$ cat src/rtl/hazard_ctrl_mdu.sv
// Hazard and forwarding controller for the 5-stage MIPS pipeline with a
// multiply/divide busy tracker and a saturating stall-cycle counter.
module hazard_ctrl_mdu #(
    parameter int RA_W     = 5,
    parameter int T_W      = 2,
    parameter int MULT_CYC = 5,
    parameter int DIV_CYC  = 10,
    parameter int CNT_W    = 32
) (
    input  logic             clk,
    input  logic             reset,
    input  logic [T_W-1:0]   tuse_rs,
    input  logic [T_W-1:0]   tuse_rt,
    input  logic [RA_W-1:0]  rs_d,
    input  logic [RA_W-1:0]  rt_d,
    input  logic [RA_W-1:0]  rs_e,
    input  logic [RA_W-1:0]  rt_e,
    input  logic [RA_W-1:0]  rt_m,
    input  logic [RA_W-1:0]  wr_e,
    input  logic [RA_W-1:0]  wr_m,
    input  logic [RA_W-1:0]  wr_w,
    input  logic             we_e,
    input  logic             we_m,
    input  logic             we_w,
    input  logic [T_W-1:0]   tnew_e,
    input  logic [T_W-1:0]   tnew_m,
    input  logic [T_W-1:0]   tnew_w,
    input  logic             mem_write_m,
    input  logic             md_use_d,
    input  logic             md_start_e,
    input  logic             md_div_e,
    output logic             stall_f,
    output logic             stall_d,
    output logic             flush_e,
    output logic [1:0]       fwd_a_d,
    output logic [1:0]       fwd_b_d,
    output logic [1:0]       fwd_a_e,
    output logic [1:0]       fwd_b_e,
    output logic             fwd_m,
    output logic             md_busy,
    output logic [CNT_W-1:0] stall_cnt
);

    localparam int MD_W = $clog2(DIV_CYC + 1);

    logic [MD_W-1:0]  md_cnt_q, md_cnt_d;
    logic             md_busy_q, md_busy_d;
    logic [CNT_W-1:0] stall_cnt_q, stall_cnt_d;
    logic             stall;

    // Register 0 is hardwired, so it can never be a real producer.
    function automatic logic match(input logic [RA_W-1:0] src,
                                   input logic [RA_W-1:0] wr,
                                   input logic            we);
        return (src != '0) && (src == wr) && we;
    endfunction

    function automatic logic [1:0] fwd_sel(input logic [RA_W-1:0] src,
                                           input logic [RA_W-1:0] wrm,
                                           input logic            wem,
                                           input logic [T_W-1:0]  tnm,
                                           input logic [RA_W-1:0] wrw,
                                           input logic            wew,
                                           input logic [T_W-1:0]  tnw);
        logic [1:0] sel;
        sel = 2'b00;
        if (match(src, wrm, wem) && (tnm == '0))
            sel = 2'b01;
        else if (match(src, wrw, wew) && (tnw == '0))
            sel = 2'b10;
        return sel;
    endfunction

    // The nearest in-flight producer decides; a farther one is already stale.
    function automatic logic src_stall(input logic [RA_W-1:0] src,
                                       input logic [T_W-1:0]  tuse,
                                       input logic [RA_W-1:0] wre,
                                       input logic            wee,
                                       input logic [T_W-1:0]  tne,
                                       input logic [RA_W-1:0] wrm,
                                       input logic            wem,
                                       input logic [T_W-1:0]  tnm);
        logic s;
        s = 1'b0;
        if (match(src, wre, wee))
            s = (tuse < tne);
        else if (match(src, wrm, wem))
            s = (tuse < tnm);
        return s;
    endfunction

    always_comb begin
        stall = src_stall(rs_d, tuse_rs, wr_e, we_e, tnew_e, wr_m, we_m, tnew_m)
              | src_stall(rt_d, tuse_rt, wr_e, we_e, tnew_e, wr_m, we_m, tnew_m)
              | (md_use_d && (md_busy_q || md_start_e));
        stall_f = stall;
        stall_d = stall;
        flush_e = stall;
        fwd_a_d = fwd_sel(rs_d, wr_m, we_m, tnew_m, wr_w, we_w, tnew_w);
        fwd_b_d = fwd_sel(rt_d, wr_m, we_m, tnew_m, wr_w, we_w, tnew_w);
        fwd_a_e = fwd_sel(rs_e, wr_m, we_m, tnew_m, wr_w, we_w, tnew_w);
        fwd_b_e = fwd_sel(rt_e, wr_m, we_m, tnew_m, wr_w, we_w, tnew_w);
        fwd_m   = mem_write_m && match(rt_m, wr_w, we_w) && (tnew_w == '0);
    end

    // A start while the unit is still counting is dropped.
    always_comb begin
        md_cnt_d = md_cnt_q;
        if (md_start_e && (md_cnt_q == '0))
            md_cnt_d = md_div_e ? MD_W'(DIV_CYC) : MD_W'(MULT_CYC);
        else if (md_cnt_q != '0)
            md_cnt_d = md_cnt_q - 1'b1;
        md_busy_d = (md_cnt_d != '0);

        stall_cnt_d = stall_cnt_q;
        if (stall && (stall_cnt_q != '1))
            stall_cnt_d = stall_cnt_q + 1'b1;
    end

    always_ff @(posedge clk or posedge reset) begin
        if (reset) begin
            md_cnt_q    <= '0;
            md_busy_q   <= 1'b0;
            stall_cnt_q <= '0;
        end else begin
            md_cnt_q    <= md_cnt_d;
            md_busy_q   <= md_busy_d;
            stall_cnt_q <= stall_cnt_d;
        end
    end

    assign md_busy   = md_busy_q;
    assign stall_cnt = stall_cnt_q;

endmodule
$ cat config.mk
export PLATFORM = sky130hd
export DESIGN_NAME = hazard_ctrl_mdu
export DESIGN_NICKNAME = d
export VERILOG_FILES = /design/src/rtl/hazard_ctrl_mdu.sv
export SDC_FILE = /design/constraint.sdc
export NUM_CORES = 1
export LEC_CHECK = 0
export CAP_MARGIN = 20
export CORE_AREA = 4 4 88 90
export DETAILED_ROUTE_END_ITERATION = 6
export DIE_AREA = 0 0 92 94
export PLACE_DENSITY = 0.88
export SETUP_SLACK_MARGIN = 0.02
export SYNTH_ARGS = -nofsm -noshare
export SYNTH_HDL_FRONTEND = slang
export SYNTH_SLANG_ARGS = --single-unit
export TNS_END_PERCENT = 5
$ cat constraint.sdc
create_clock -name clk -period 3.2 [get_ports clk]
set_clock_uncertainty 0.2 [all_clocks]
set_input_delay 0.64 -clock clk [delete_from_list [all_inputs] [get_ports clk]]
set_output_delay 0.64 -clock clk [all_outputs]
set_load 0.005 [all_outputs]
==> results.md <==
- For flop-to-flop paths, the worst setup slack is 510 ps.
- The power share of the clock group is 25.8%.
- Entering global routing, the biggest net connects 38 pins.
- The count of endpoints failing hold in the final timing report was 0.
- TritonCTS built the clock tree.
- The total overflow left after global routing is 0.
- Net switching is 30.9% of the power.
- The number of buffers created by CTS is 5.
- The synthesized area is 2760 sq um.
- In the final layout, the share of cells above drive strength 1 is 22.8%.
- The first-pass GRT wire length is 14.8 mm.
- The combinational share of power is 37.0%.
- The source of the worst register-to-register timing path is stall_cnt[6].
- The maximum level of the CTS H-tree is 2.
- The kind of cell with the highest combined delay on the critical path is simple AND/OR/NAND/NOR gates.
- The core region is 7060 sq um.
- Setup violations remaining at the end of the flow were counted as 2.
- The placer congestion estimate is 0.984.
- After layout, the worst setup slack is -49.6 ps.
- The total of flip-flops plus latches after synthesis is 37.
- The max-cap violation count is 0.
- STA classifies the critical path startpoint as an input port.
- The data arrival time of the worst path is 2410 ps.
- Once the floorplan was initialized, standard cells occupied 39.1% of the core.
- The unique cell type count in the Yosys netlist is 41.
- The switching power is 569 uW.
- Hold repair after CTS inserted 0 buffers.
- The wire length per cell after detailed routing is 16.3 um.
- The minimum period implied by the final worst setup slack is 3250 ps.
- The number of flops mapped to enable cells by yosys is 0.
- The floorplan step defined a die boundary enclosing 8650 sq um.
- The via count of the first global-routing pass is 2,986.
- In the routed design, unresolved DRC markers number 0.
- Setup repair after global routing could not meet its margin everywhere.
- Of all nets on the critical path, the largest fanout is 2.
- The terminus of the critical flop-to-flop path is stall_cnt[1].
- The most common cell in the synthesized netlist is sky130_fd_sc_hd__xnor2_1.
- The slowest stage of the critical path is the sky130_fd_sc_hd__or4_4 cell.
- The type of the worst setup path is in2out.
- Compared with the post-synthesis result, the final layout area differs by 61.7%.
- From bottom edge to top edge, the die measures 94 um.
- The clock passes through at most 2 buffers.
- The half-perimeter wire length after placement is 6.92 mm.
- Using the TritonRoute via totals, the vias-per-cell ratio works out to 5.30.
- The launch instance of the worst min-delay path is stall_cnt[23].
- The headroom to the max-slew limit is 65.6%.
- The number of antenna diodes in the final layout is 0.
- Across every metal layer, demand over resource in global routing totals 21.6%.
- For this design, the sink count on the clock tree is 37.
- The portion of the clock cycle consumed by the worst path in the final layout is 102%.
- Yosys attributes the largest share of cell area to sky130_fd_sc_hd__dfrtp_1 (34%), sky130_fd_sc_hd__xnor2_1 (14%), sky130_fd_sc_hd__xor2_1 (13%).
- After synthesis, the mean cell area works out to 9.23 sq um.
- The number of buffers inserted by port buffering is 103.
- Cells fill 63.2% of the core in the end.
- The data required time at the worst endpoint is 2360 ps.
- The number of primary I/O pins is 104.
- The worst stage delay on the critical path is 520 ps.
- The signal on the critical path passes through clkdlybuf4s15_1 -> or4_4 -> nor2_2 -> nor4_2 -> and3_1 -> buf_4 -> nor4_4 -> clkdlybuf4s15_2.
- Derived from the worst setup path, the maximum achievable clock frequency is 308 MHz.
- The internal power of the cells totals 1.27 mW.
- The number of warnings issued by yosys is 0.
- The share of flip-flops with an asynchronous set or reset is 100%.
- The capture endpoint of the worst hold path is stall_cnt[23].
- The post-route total power is 1.84 mW.
- The cell type contributing the most total cell area after synthesis is sky130_fd_sc_hd__dfrtp_1.
- In this run the remaining antenna-violating nets after routing total 0.
- The insertion delay to the later sink of the worst-skew pair is 290 ps.
- For this run, the leading register cell type out of synthesis is sky130_fd_sc_hd__dfrtp_1.
- STA classifies the critical path endpoint as a primary output.
- The leakage power total is 1.98 nW.
- The sequential share of the synthesized area is 33.6%.
- The first routing iteration left 180 violations.
- Summing over every cut layer, the via total after detailed routing is 2,913.
- The die is 92 um wide.
- Of the post-synthesis cell area, the dominant cell type holds 33.6%.
- The flow ran to the end, but the final reports show violations.
- Registers are responsible for 37.2% of the overall power.
- The final reports fail on negative setup slack.
- The final routed wirelength across all metal layers is 8.94 mm.
- The first-pass iteration count of the detailed router is 4.
- The number of instances in the synthesized netlist is 299.
- Synthesis produced a netlist with a net count of 364.
- Counting instances, the worst hold path has a depth of 1.
- In this run the power density over the cells is 412 nW/um^2.
- The floorplan has 31 rows.
- The length in cells of the worst reg-to-reg path is 8.
- Sorting the synthesized cells by how often they occur yields sky130_fd_sc_hd__xnor2_1 (44), sky130_fd_sc_hd__xor2_1 (41), sky130_fd_sc_hd__dfrtp_1 (37).
- The worst supply voltage drop on vdd is 0.277 mV.
- The worst hold path class is reg2reg.
- The initial antenna violation count is 0.
- The cell sitting at the root of the clock tree is a sky130_fd_sc_hd__clkbuf_8.
- The slew at the pin with the worst max-slew slack is 512 ps.
- The number of pins exceeding their max-slew limit in the final report is 0.
- The net total in the final layout is 515.
- The clock transition at the registers of the reported paths is 70 ps.
- Together, buffers and inverters on the worst path number 3.
## what timing repair did
action                                  CTS  global route
endpoints found under the setup margin   25            10
cloned                                    0             0
pin swaps                                 8             6
gates resized for setup                  51            25
hold endpoints to repair                  0             0
setup buffers                             2             0
## registers in the layout, indices dropped and copies added (netlist names)
| signal | flops |
|---|---|
| md_busy | 1 |
| md_cnt_q | 4 |
| stall_cnt | 32 |
## layout by cell type, fill, tap and decap left out, types with 8 or more instances in the layout
master | netlist | final
sky130_fd_sc_hd__nor3_1 | 11 | 11
sky130_fd_sc_hd__dlygate4sd2_1 | 0 | 10
sky130_fd_sc_hd__xor2_1 | 41 | 41
sky130_fd_sc_hd__buf_4 | 2 | 53
sky130_fd_sc_hd__clkbuf_2 | 0 | 8
sky130_fd_sc_hd__nor4_1 | 24 | 19
sky130_fd_sc_hd__nand2_1 | 24 | 24
sky130_fd_sc_hd__dfrtp_1 | 37 | 37
sky130_fd_sc_hd__inv_1 | 12 | 9
sky130_fd_sc_hd__xnor2_1 | 44 | 42
sky130_fd_sc_hd__nand4_1 | 14 | 14
sky130_fd_sc_hd__clkdlybuf4s50_1 | 0 | 75
## per-layer routing
layer,vias up,GRT usage (%),wire length (um)
met5,-,0,0
met4,0,11.3,386
met3,32,4.65,441
met2,108,35.6,4410
met1,1413,26.5,3710
li1,1360,-,-
## through the flow
step | instance area, sq um | worst slack [ps] | hold WS, ps | TNS [ps] | cells
4_1_cts | 4460 | -210 | 284 | -749 | 550
3_3_place_gp | 4250 | -622 | 278 | -11630 | 540
2_1_floorplan | 2760 | 41.2 | 277 | 0 | 299
5_1_grt | 4460 | -104 | 320 | -387 | 550
6_report | 4460 | -49.6 | 283 | -77.5 | 550
3_5_place_dp | 4250 | -666 | 272 | -13780 | 540
## worst max-delay path by stage
stage / startpoint / end / slack (ps) / depth (start not counted)
2_1_floorplan: rs_d[1] / stall_d / 40 / 8
3_3_place_gp: rt_d[1] / flush_e / -620 / 8
5_1_grt: rt_d[1] / fwd_b_d[1] / -100 / 7
4_1_cts: rs_d[4] / stall_f / -210 / 8
6_report: rs_d[3] / fwd_a_d[1] / -50 / 8
3_5_place_dp: rt_d[1] / flush_e / -670 / 8
## worst register-to-register path: stages, from the launching register on
cell                       delay, ps
sky130_fd_sc_hd__dfrtp_1         430
sky130_fd_sc_hd__and3_1          210
sky130_fd_sc_hd__and2_1          190
sky130_fd_sc_hd__nand4_1         290
sky130_fd_sc_hd__nand3b_1        380
sky130_fd_sc_hd__nor3_2          200
sky130_fd_sc_hd__buf_4           290
sky130_fd_sc_hd__nor2_1          110
sky130_fd_sc_hd__mux2_2          280
## kinds of logic (layout without fill, tap and decap cells)
logic type               Yosys count  count (layout)  share of synthesized area (%)
multiplexers                       2               2                          0.771
AO/OA/AOI/OAI                     19              19                           4.63
buffers and inverters             26             178                           4.49
adder cells (fa/ha/maj)            6               6                           2.72
XOR/XNOR                          85              85                           27.0
flip-flops                        37              37                           33.6
AND/OR/NAND/NOR                  124             124                           26.8
## area by class of cell
cell class,count,area [sq um]
tap,99,124
timing repair buffer,158,1420
sequential,37,926
clock buffer,5,68.8
inverter,12,45.0
fill,534,2600
clock inverter,3,65.1
multi-input combinational,236,1810
## power groups by stage
stage	logic [mW]	clock network [mW]	registers, mW
finish	0.680	0.474	0.684
global route	0.747	0.511	0.701
CTS	0.679	0.487	0.682
detailed placement	0.673	0	0.690
global placement	0.647	0	0.684
floorplan	0.310	0	0.673
No activity file was read; power rests on OpenSTA's default activity.
